## src/rtl/cpu_pkg.sv

```systemverilog
// Shared encodings for the 16-bit CPU sequencer: FSM states, op4 classes and
// the ALU opcodes that never write the register file.
package cpu_pkg;

  typedef enum logic [2:0] {
    S_FETCH  = 3'd0,
    S_DECODE = 3'd1,
    S_EXEC   = 3'd2,
    S_MEM    = 3'd3,
    S_WB     = 3'd4,
    S_HALT   = 3'd5
  } state_t;

  localparam logic [3:0] OP_JMP  = 4'd0;
  localparam logic [3:0] OP_JZ   = 4'd1;
  localparam logic [3:0] OP_JNZ  = 4'd2;
  localparam logic [3:0] OP_JC   = 4'd3;
  localparam logic [3:0] OP_JNC  = 4'd4;
  localparam logic [3:0] OP_JN   = 4'd5;
  localparam logic [3:0] OP_LI   = 4'd6;
  localparam logic [3:0] OP_LM   = 4'd7;
  localparam logic [3:0] OP_ST   = 4'd8;
  localparam logic [3:0] OP_LDIP = 4'd9;
  localparam logic [3:0] OP_HALT = 4'd15;

  localparam logic [8:0] ALU_NOP      = 9'd0;
  localparam logic [8:0] ALU_SHOWR    = 9'd18;
  localparam logic [8:0] ALU_SHOWRSEG = 9'd19;

  // op4 sits directly below the class bit; aluOp spans the same upper field
  function automatic logic [3:0] op4_of(input logic [15:0] inst);
    return inst[14:11];
  endfunction

  function automatic logic [8:0] alu_op_of(input logic [15:0] inst);
    return inst[14:6];
  endfunction

endpackage

```

## src/rtl/cpu_branch_unit.sv

```systemverilog
// Jump condition evaluation: decides whether a jump instruction is taken
// from its op4 and the ALU flags.
module cpu_branch_unit
  import cpu_pkg::*;
(
  input  logic [3:0] op4,
  input  logic       flag_z,
  input  logic       flag_c,
  input  logic       flag_n,
  output logic       taken
);

  always_comb begin
    taken = 1'b0;
    case (op4)
      OP_JMP:  taken = 1'b1;
      OP_JZ:   taken = flag_z;
      OP_JNZ:  taken = ~flag_z;
      OP_JC:   taken = flag_c;
      OP_JNC:  taken = ~flag_c;
      OP_JN:   taken = flag_n;
      default: taken = 1'b0;
    endcase
  end

endmodule

```

## src/rtl/cpu_seq_ctrl.sv

```systemverilog
// Multi-cycle fetch/decode/execute sequencer: drives the memory handshakes,
// register-file write strobes and the program counter of the 16-bit CPU.
module cpu_seq_ctrl
  import cpu_pkg::*;
#(
  parameter int              PC_W     = 8,
  parameter int              INST_W   = 16,
  parameter logic [PC_W-1:0] RESET_PC = {PC_W{1'b0}}
) (
  input  logic              i_clk,
  input  logic              i_rst,
  output logic              o_imem_req,
  output logic [PC_W-1:0]   o_imem_addr,
  input  logic              i_imem_ack,
  input  logic [INST_W-1:0] i_imem_data,
  output logic [INST_W-1:0] o_inst,
  input  logic              i_isJump,
  input  logic              i_isLoad,
  input  logic              i_isStore,
  input  logic              i_rw,
  input  logic              i_flag_z,
  input  logic              i_flag_c,
  input  logic              i_flag_n,
  output logic              o_alu_en,
  output logic              o_rf_we,
  output logic              o_rf_wsel,
  output logic              o_dmem_req,
  output logic              o_dmem_we,
  input  logic              i_dmem_ack,
  output logic [PC_W-1:0]   o_pc,
  output logic              o_halt,
  output logic [2:0]        o_state
);

  state_t              state_q, state_d;
  logic [PC_W-1:0]     pc_q, pc_d;
  logic [INST_W-1:0]   inst_q, inst_d;
  logic [3:0]          op4;
  logic [8:0]          alu_op;
  logic                is_halt_op;
  logic                is_li;
  logic                is_mem_load;
  logic                alu_writes;
  logic                taken;

  assign op4         = op4_of(inst_q);
  assign alu_op      = alu_op_of(inst_q);
  assign is_halt_op  = inst_q[15] && (op4 == OP_HALT);
  assign is_li       = i_isLoad && (op4 == OP_LI);
  assign is_mem_load = i_isLoad && ((op4 == OP_LM) || (op4 == OP_LDIP));
  assign alu_writes  = !((alu_op == ALU_NOP) || (alu_op == ALU_SHOWR) ||
                         (alu_op == ALU_SHOWRSEG));

  cpu_branch_unit u_branch (
    .op4    (op4),
    .flag_z (i_flag_z),
    .flag_c (i_flag_c),
    .flag_n (i_flag_n),
    .taken  (taken)
  );

  always_ff @(posedge i_clk or posedge i_rst) begin
    if (i_rst) begin
      state_q <= S_FETCH;
      pc_q    <= RESET_PC;
      inst_q  <= '0;
    end else begin
      state_q <= state_d;
      pc_q    <= pc_d;
      inst_q  <= inst_d;
    end
  end

  always_comb begin
    state_d    = state_q;
    pc_d       = pc_q;
    inst_d     = inst_q;
    o_imem_req = 1'b0;
    o_alu_en   = 1'b0;
    o_rf_we    = 1'b0;
    o_rf_wsel  = 1'b0;
    o_dmem_req = 1'b0;
    o_dmem_we  = 1'b0;
    o_halt     = 1'b0;
    case (state_q)
      S_FETCH: begin
        o_imem_req = 1'b1;
        if (i_imem_ack) begin
          inst_d  = i_imem_data;
          pc_d    = pc_q + PC_W'(1);
          state_d = S_DECODE;
        end
      end
      S_DECODE: begin
        if (is_halt_op)                   state_d = S_HALT;
        else if (is_mem_load || i_isStore) state_d = S_MEM;
        else                              state_d = S_EXEC;
      end
      S_EXEC: begin
        // PC already points past this instruction, so only a taken jump moves it
        if (!inst_q[15]) begin
          o_alu_en = 1'b1;
          o_rf_we  = i_rw && alu_writes;
        end else if (is_li) begin
          o_rf_we   = 1'b1;
          o_rf_wsel = 1'b1;
        end else if (i_isJump && taken) begin
          pc_d = inst_q[PC_W-1:0];
        end
        state_d = S_FETCH;
      end
      S_MEM: begin
        o_dmem_req = 1'b1;
        o_dmem_we  = (op4 == OP_ST);
        if (i_dmem_ack) state_d = o_dmem_we ? S_FETCH : S_WB;
      end
      S_WB: begin
        o_rf_we   = 1'b1;
        o_rf_wsel = 1'b1;
        state_d   = S_FETCH;
      end
      S_HALT: begin
        o_halt = 1'b1;
      end
      default: begin
        state_d = S_FETCH;
      end
    endcase
    // Reset is asynchronous: strobes and requests must drop with it, not at the next edge
    if (i_rst) begin
      o_imem_req = 1'b0;
      o_alu_en   = 1'b0;
      o_rf_we    = 1'b0;
      o_rf_wsel  = 1'b0;
      o_dmem_req = 1'b0;
      o_dmem_we  = 1'b0;
      o_halt     = 1'b0;
    end
  end

  assign o_imem_addr = pc_q;
  assign o_pc        = pc_q;
  assign o_inst      = inst_q;
  assign o_state     = state_q;

endmodule

```

## config.mk

```make
export PLATFORM = sky130hd
export DESIGN_NAME = cpu_seq_ctrl
export DESIGN_NICKNAME = d
export VERILOG_FILES = /design/src/rtl/cpu_pkg.sv /design/src/rtl/cpu_branch_unit.sv /design/src/rtl/cpu_seq_ctrl.sv
export SDC_FILE = /design/constraint.sdc
export NUM_CORES = 1
export LEC_CHECK = 0
export CORE_ASPECT_RATIO = 0.8
export CORE_MARGIN = 4
export CORE_UTILIZATION = 30
export DETAILED_ROUTE_END_ITERATION = 10
export PLACE_DENSITY = 0.69
export RECOVER_POWER = 25
export SLEW_MARGIN = 10
export SYNTH_ARGS = -nofsm -noshare
export SYNTH_HDL_FRONTEND = slang
export SYNTH_SLANG_ARGS = --single-unit
```

## constraint.sdc

```tcl
create_clock -name i_clk -period 2.3 [get_ports i_clk]
set_input_delay 0.23 -clock i_clk [delete_from_list [all_inputs] [get_ports i_clk]]
set_output_delay 0.23 -clock i_clk [all_outputs]
set_load 0.01 [all_outputs]
```

### Word level (Yosys, flattened, before mapping)

Index checks and enable logic that the tools add are counted.

| word-level totals | value |
|---|---|
| register bits | 27 |
| input port bits | 27 |
| output and inout bits | 42 |
| logic and storage cells | 76 |

| cells by class | value |
|---|---|
| add/sub/neg operators | 1 |
| eq/ne operators | 22 |
| mux-type cells | 30 |
| bitwise logic cells | 3 |
| reductions and logical operators | 17 |

Operators by type and width:

| operator | count |
|---|---|
| $mux 8 | 4 |
| $eq 9x5->1 const B | 2 |
| $mux 1 | 17 |
| $eq 4x3->1 const B | 4 |
| $pmux 8 s2 | 1 |
| $eq 4x4->1 const B | 3 |
| $mux 3 | 4 |
| $pmux 3 s4 | 1 |
| $ne 2x2->1 const B | 5 |
| $logic_not 9->1 | 1 |
| $add 8x1->8 const B | 1 |
| $eq 4x2->1 const B | 2 |
| $eq 3x2->1 const B | 2 |
| $eq 3x3->1 const B | 2 |
| $pmux 1 s6 | 1 |
| $logic_and 1x1->1 | 5 |
| $reduce_and 5->1 | 1 |
| $eq 4x1->1 const B | 1 |
| $logic_not 4->1 | 1 |
| $logic_or 1x1->1 | 4 |
| $pmux 1 s2 | 2 |
| $eq 3x1->1 const B | 1 |
| $logic_not 3->1 | 1 |
| $not 1->1 | 3 |
| other kinds (4) | 4 |

### Longest topological paths before layout

| logic depth | value |
|---|---|
| depth after elaboration | 8 |
| mapped depth | 7 |
| gate-level depth less buffers | 5 |

### Hierarchy

Synthesis repeated with hierarchy kept, for this count alone.

| unflattened totals | value |
|---|---|
| cell total of the unflattened synthesis | 187 |
| area, all modules | 1585.3 µm² |

Modules (own cells, without submodules):

| module | times used | cells each | area an instance (µm²) | sequential area each (µm²) |
|---|---|---|---|---|
| cpu_seq_ctrl | 1 | 179 | 1529.0 | 675.6 |
| cpu_branch_unit | 1 | 8 | 56.3 | 0.0 |

### Worst setup path before layout

OpenSTA, ideal clock, no wires.

| timing path | value |
|---|---|
| path kind | register to output |
| start point | register inst_q[11], in the netlist o_inst[11] |
| end point | output o_rf_we |
| arrival | 1.934 ns |
| required time | 2.070 ns |
| slack | 0.136 ns |
| stages on the path, launching flop included | 7 |
| path buffers | 1 |
| cells stage by stage | dfrtp_1 buf_4 or2b_1 or4_1 a21oi_1 a31oi_1 a2111oi_1 |

| on the way | value |
|---|---|
| word-level cells in the longest chain between the ends | 8 |
| elaborated cells between the ends (all ways) | 13 |
| those cells by class | eq/ne: 3; mux: 4; reduce/logical: 6 |

Ends and longest elaborated chain:

| element | RTL line | source |
|---|---|---|
| start, declared | cpu_seq_ctrl.sv:37 | `logic [INST_W-1:0] inst_q, inst_d;` |
| start signal, assigned | cpu_seq_ctrl.sv:70 | `inst_q <= inst_d;` |
| $eq 9x5->1 or $logic_not 9->1 (tied branches) | cpu_seq_ctrl.sv:51 | `assign alu_writes = !((alu_op == ALU_NOP) \|\| (alu_op == ALU_SHOWR) \|\|` |
| $logic_or 1x1->1 (2 in a row) | cpu_seq_ctrl.sv:51 |  |
| $logic_not 1->1 | cpu_seq_ctrl.sv:51 |  |
| $logic_and 1x1->1 | cpu_seq_ctrl.sv:103 | `o_rf_we = i_rw && alu_writes;` |
| $mux 1 (*) | cpu_seq_ctrl.sv:101 | `if (!inst_q[15]) begin` |
| $pmux 1 s2 (*) | cpu_seq_ctrl.sv:85 | `case (state_q)` |
| $mux 1 (*) | cpu_seq_ctrl.sv:130 | `if (i_rst) begin` |
| end, declared | cpu_seq_ctrl.sv:25 | `output logic o_rf_we,` |

Mark *: on every way between the ends. The rest lies on a longest branch, timed or not.

### Worst setup path in the final report

| timing path | value |
|---|---|
| start point | input i_isLoad |
| end point | output o_rf_we |

| on the way | value |
|---|---|
| word-level cells in the longest chain between the ends | 5 |

Ends and longest elaborated chain:

| element | RTL line | source |
|---|---|---|
| start, declared | cpu_seq_ctrl.sv:18 | `input logic i_isLoad,` |
| $logic_and 1x1->1 | cpu_seq_ctrl.sv:49 | `assign is_li = i_isLoad && (op4 == OP_LI);` |
| $mux 1 | cpu_seq_ctrl.sv:104 | `end else if (is_li) begin` |
| $mux 1 | cpu_seq_ctrl.sv:101 |  |
| $pmux 1 s2 | cpu_seq_ctrl.sv:85 |  |
| $mux 1 | cpu_seq_ctrl.sv:130 |  |

No other way between the ends.

==> flow_summary.toml <==
[pwr]
ir_drop_v = 0.000458
cellPowerDensity_nw_per_um2 = 1320
total_power_w = 0.00321
leakagePower_nw = 1.08

[route]
finalWirelength_um = 4730
vias = 1649
wl_per_cell_um = 14.4
dr.pass1.iters = 4
drtIter0Drc = 94
drc_errors = 0
vias_per_cell = 5.03
ant_nets = 0

[timing]
slew_violations = 0
worst_slew_pin_slew_ps = 863
fin_tns_setup_ps = 0
clock_skew_ps = 6.41
period_share = 0.976
slew_headroom = 0.425
hold_violations = 0
fin_crit_ps = 2240
fmax_mhz = 445
setup_viol = 0

[cts]
cts_root_buf = "clkbuf_8"
cts_buffers = 3
clk_pin_slew_ps = 90
cts_setup_buffers = 0
cts_tree = "done"
clock_sinks = 27
cts_max_level = 1
cts_buffer_depth = 2
clock_latency_ps = 270

[synth]
syn_avg_cell_area_um2 = 8.06
ys_seq_area_frac = 0.434
synthArstFlopShare = 1.00
yosysUniqueCellTypes = 42
synth_top_area_cell = "dfrtp_1"
synth.top_cell.area_share = 0.434
synth-main-ff-cell = "dfrtp_1"
synthCells = 193
ys_ff_latch = 27
synthTopCellsByArea = "dfrtp_1 (43%), nand2_1 (15%), buf_4 (4.3%), nor2_1 (3.4%), nand3_1 (2.6%)"
synth_nets = 221
synthesis.area_um2 = 1560
synth_edf_count = 0
yosysWarnings = 0

[place]
placed_cell_area_um2 = 2350
placed_cells = 324
gp_congestion = 0.832
dpl.hpwl_um = 3710
portBuffers = 68

[layout]
multi_input_area_um2 = 818
layoutNonFillerInstCount = 328
syn_to_final_growth_pct = 56.4
diodes = 0
num-nets-final = 295
final_common_cell = "clkdlybuf4s50_1"
final_cell_mix = "clkdlybuf4s50_1 (64), nand2_1 (62), dfrtp_1 (27)"
drive_gt1_frac = 0.132
fin_area_um2 = 2430
regArea_um2 = 676
fillCellCount = 502

[die]
die_y_um = 72.4
fp.dieW_um = 88.5
num_rows = 23
design.die.area_um2 = 6410
start_util = 0.311
ioPinCount = 69
core_region_area_um2 = 5010

[job]
drv_cap = 0

[grt]
grt_max_degree = 20
antenna_found_initial = 0
grt_pass1_wl_um = 7650
grt_pass1_vias = 1531
grt.total_usage = 0.151
grt_overflow_total = 0

[critical_path]
path_buf_inv = 2
crit_arrival_ps = 2010
cp-start-kind = "primary input"
path_cells = "clkdlybuf4s50_1 -> or2b_1 -> or4_4 -> a21oi_2 -> a31oi_2 -> a2111oi_4 -> buf_2"
end_kind = "primary output"
worstPathMaxFanout = 2
worstPathRequired_ps = 2070
cp_slowest_stage_delay_ps = 490
crit_family = "buffers and inverters"
slowest_stage = "clkdlybuf4s50_1"
critPathKind = "primary input to primary output"

[hold_path]
worstHoldPathType = "primary input to flip-flop"

[status]
status = "complete, no violations"
==> cells in the mapped netlist, types with 3 or more instances <==
| library cell | count |
|---|---|
| a31oi_1 | 5 |
| nor3_1 | 6 |
| buf_4 | 9 |
| buf_2 | 3 |
| o21ai_0 | 6 |
| nor2b_1 | 5 |
| nand2_1 | 62 |
| nand3_1 | 8 |
| nor2_1 | 14 |
| a21oi_1 | 7 |
| clkbuf_1 | 5 |
| dfrtp_1 | 27 |
==> kinds of logic after synthesis <==
group                    Yosys count  synth area share
flip-flops                        27             0.434
adder cells (fa/ha/maj)            1           0.00804
AND/OR/NAND/NOR                  113             0.340
buffers and inverters             19            0.0700
AO/OA/AOI/OAI                     33             0.147
==> sequential cells by signal (all words and copies together), names as in the netlist <==
register	cells
o_imem_addr	8
o_state	3
o_inst	16
==> tightest hold or removal path: stages <==
cell	delay, ps
clkdlybuf4s50_1	390
nand2_1	50
nand2_1	40
==> report_power, final <==
group	switching, W	total, W	leakage [nW]	internal [W]
Clock	0.000149	0.000273	0.0228	0.000124
Combinational	0.000964	0.00200	0.727	0.00103
Sequential	0.000233	0.000934	0.330	0.000701
Total	0.00135	0.00321	1.08	0.00186
==> per-layer routing <==
layer  GRT usage  share of wire
met5           0              0
met4      0.0268         0.0072
met3      0.0352          0.058
met2       0.236           0.48
met1       0.216           0.46
==> per-stage QoR <==
step	utilization	hold slack (ps)	worst slack [ps]
3_5_place_dp	0.470	490	-550
4_1_cts	0.480	444	27.8
5_1_grt	0.486	474	-20.1
3_3_place_gp	0.470	489	-418
2_1_floorplan	-	296	136
6_report	0.486	478	55.1
==> path summary, 6_finish.rpt <==
kind                                              from                         end  slack, ps  cells past startpoint
worst max register to register  o_inst[12]$_DFFE_PP0P_  o_imem_addr[2]$_DFFE_PP0P_        320                      6
worst min-delay path                    i_imem_data[9]       o_inst[9]$_DFFE_PP0P_        480                      3
min in group asynchronous                        i_rst      o_inst[11]$_DFFE_PP0P_        570                      3
max in group asynchronous                        i_rst       o_inst[1]$_DFFE_PP0P_        950                      3
worst min register to register   o_inst[5]$_DFFE_PP0P_       o_inst[5]$_DFFE_PP0P_        510                      2
worst max-delay path                          i_isLoad                     o_rf_we         60                      7
==> repair_timing <==
item                       in CTS  in global routing
pin swaps                       1                  0
resized for setup               7                  6
setup endpoints to repair       2                  2
hold buffers                    0                  0
==> area by class of cell <==
cell class / count / area share
Clock buffer: 4 / 0.0185
Tap cell: 62 / 0.0319
Multi-Input combinational cell: 147 / 0.336
Inverter: 2 / 0.00309
Timing Repair Buffer: 86 / 0.332
Sequential cell: 27 / 0.278
Note: power is estimated with default switching activity, not from simulation.
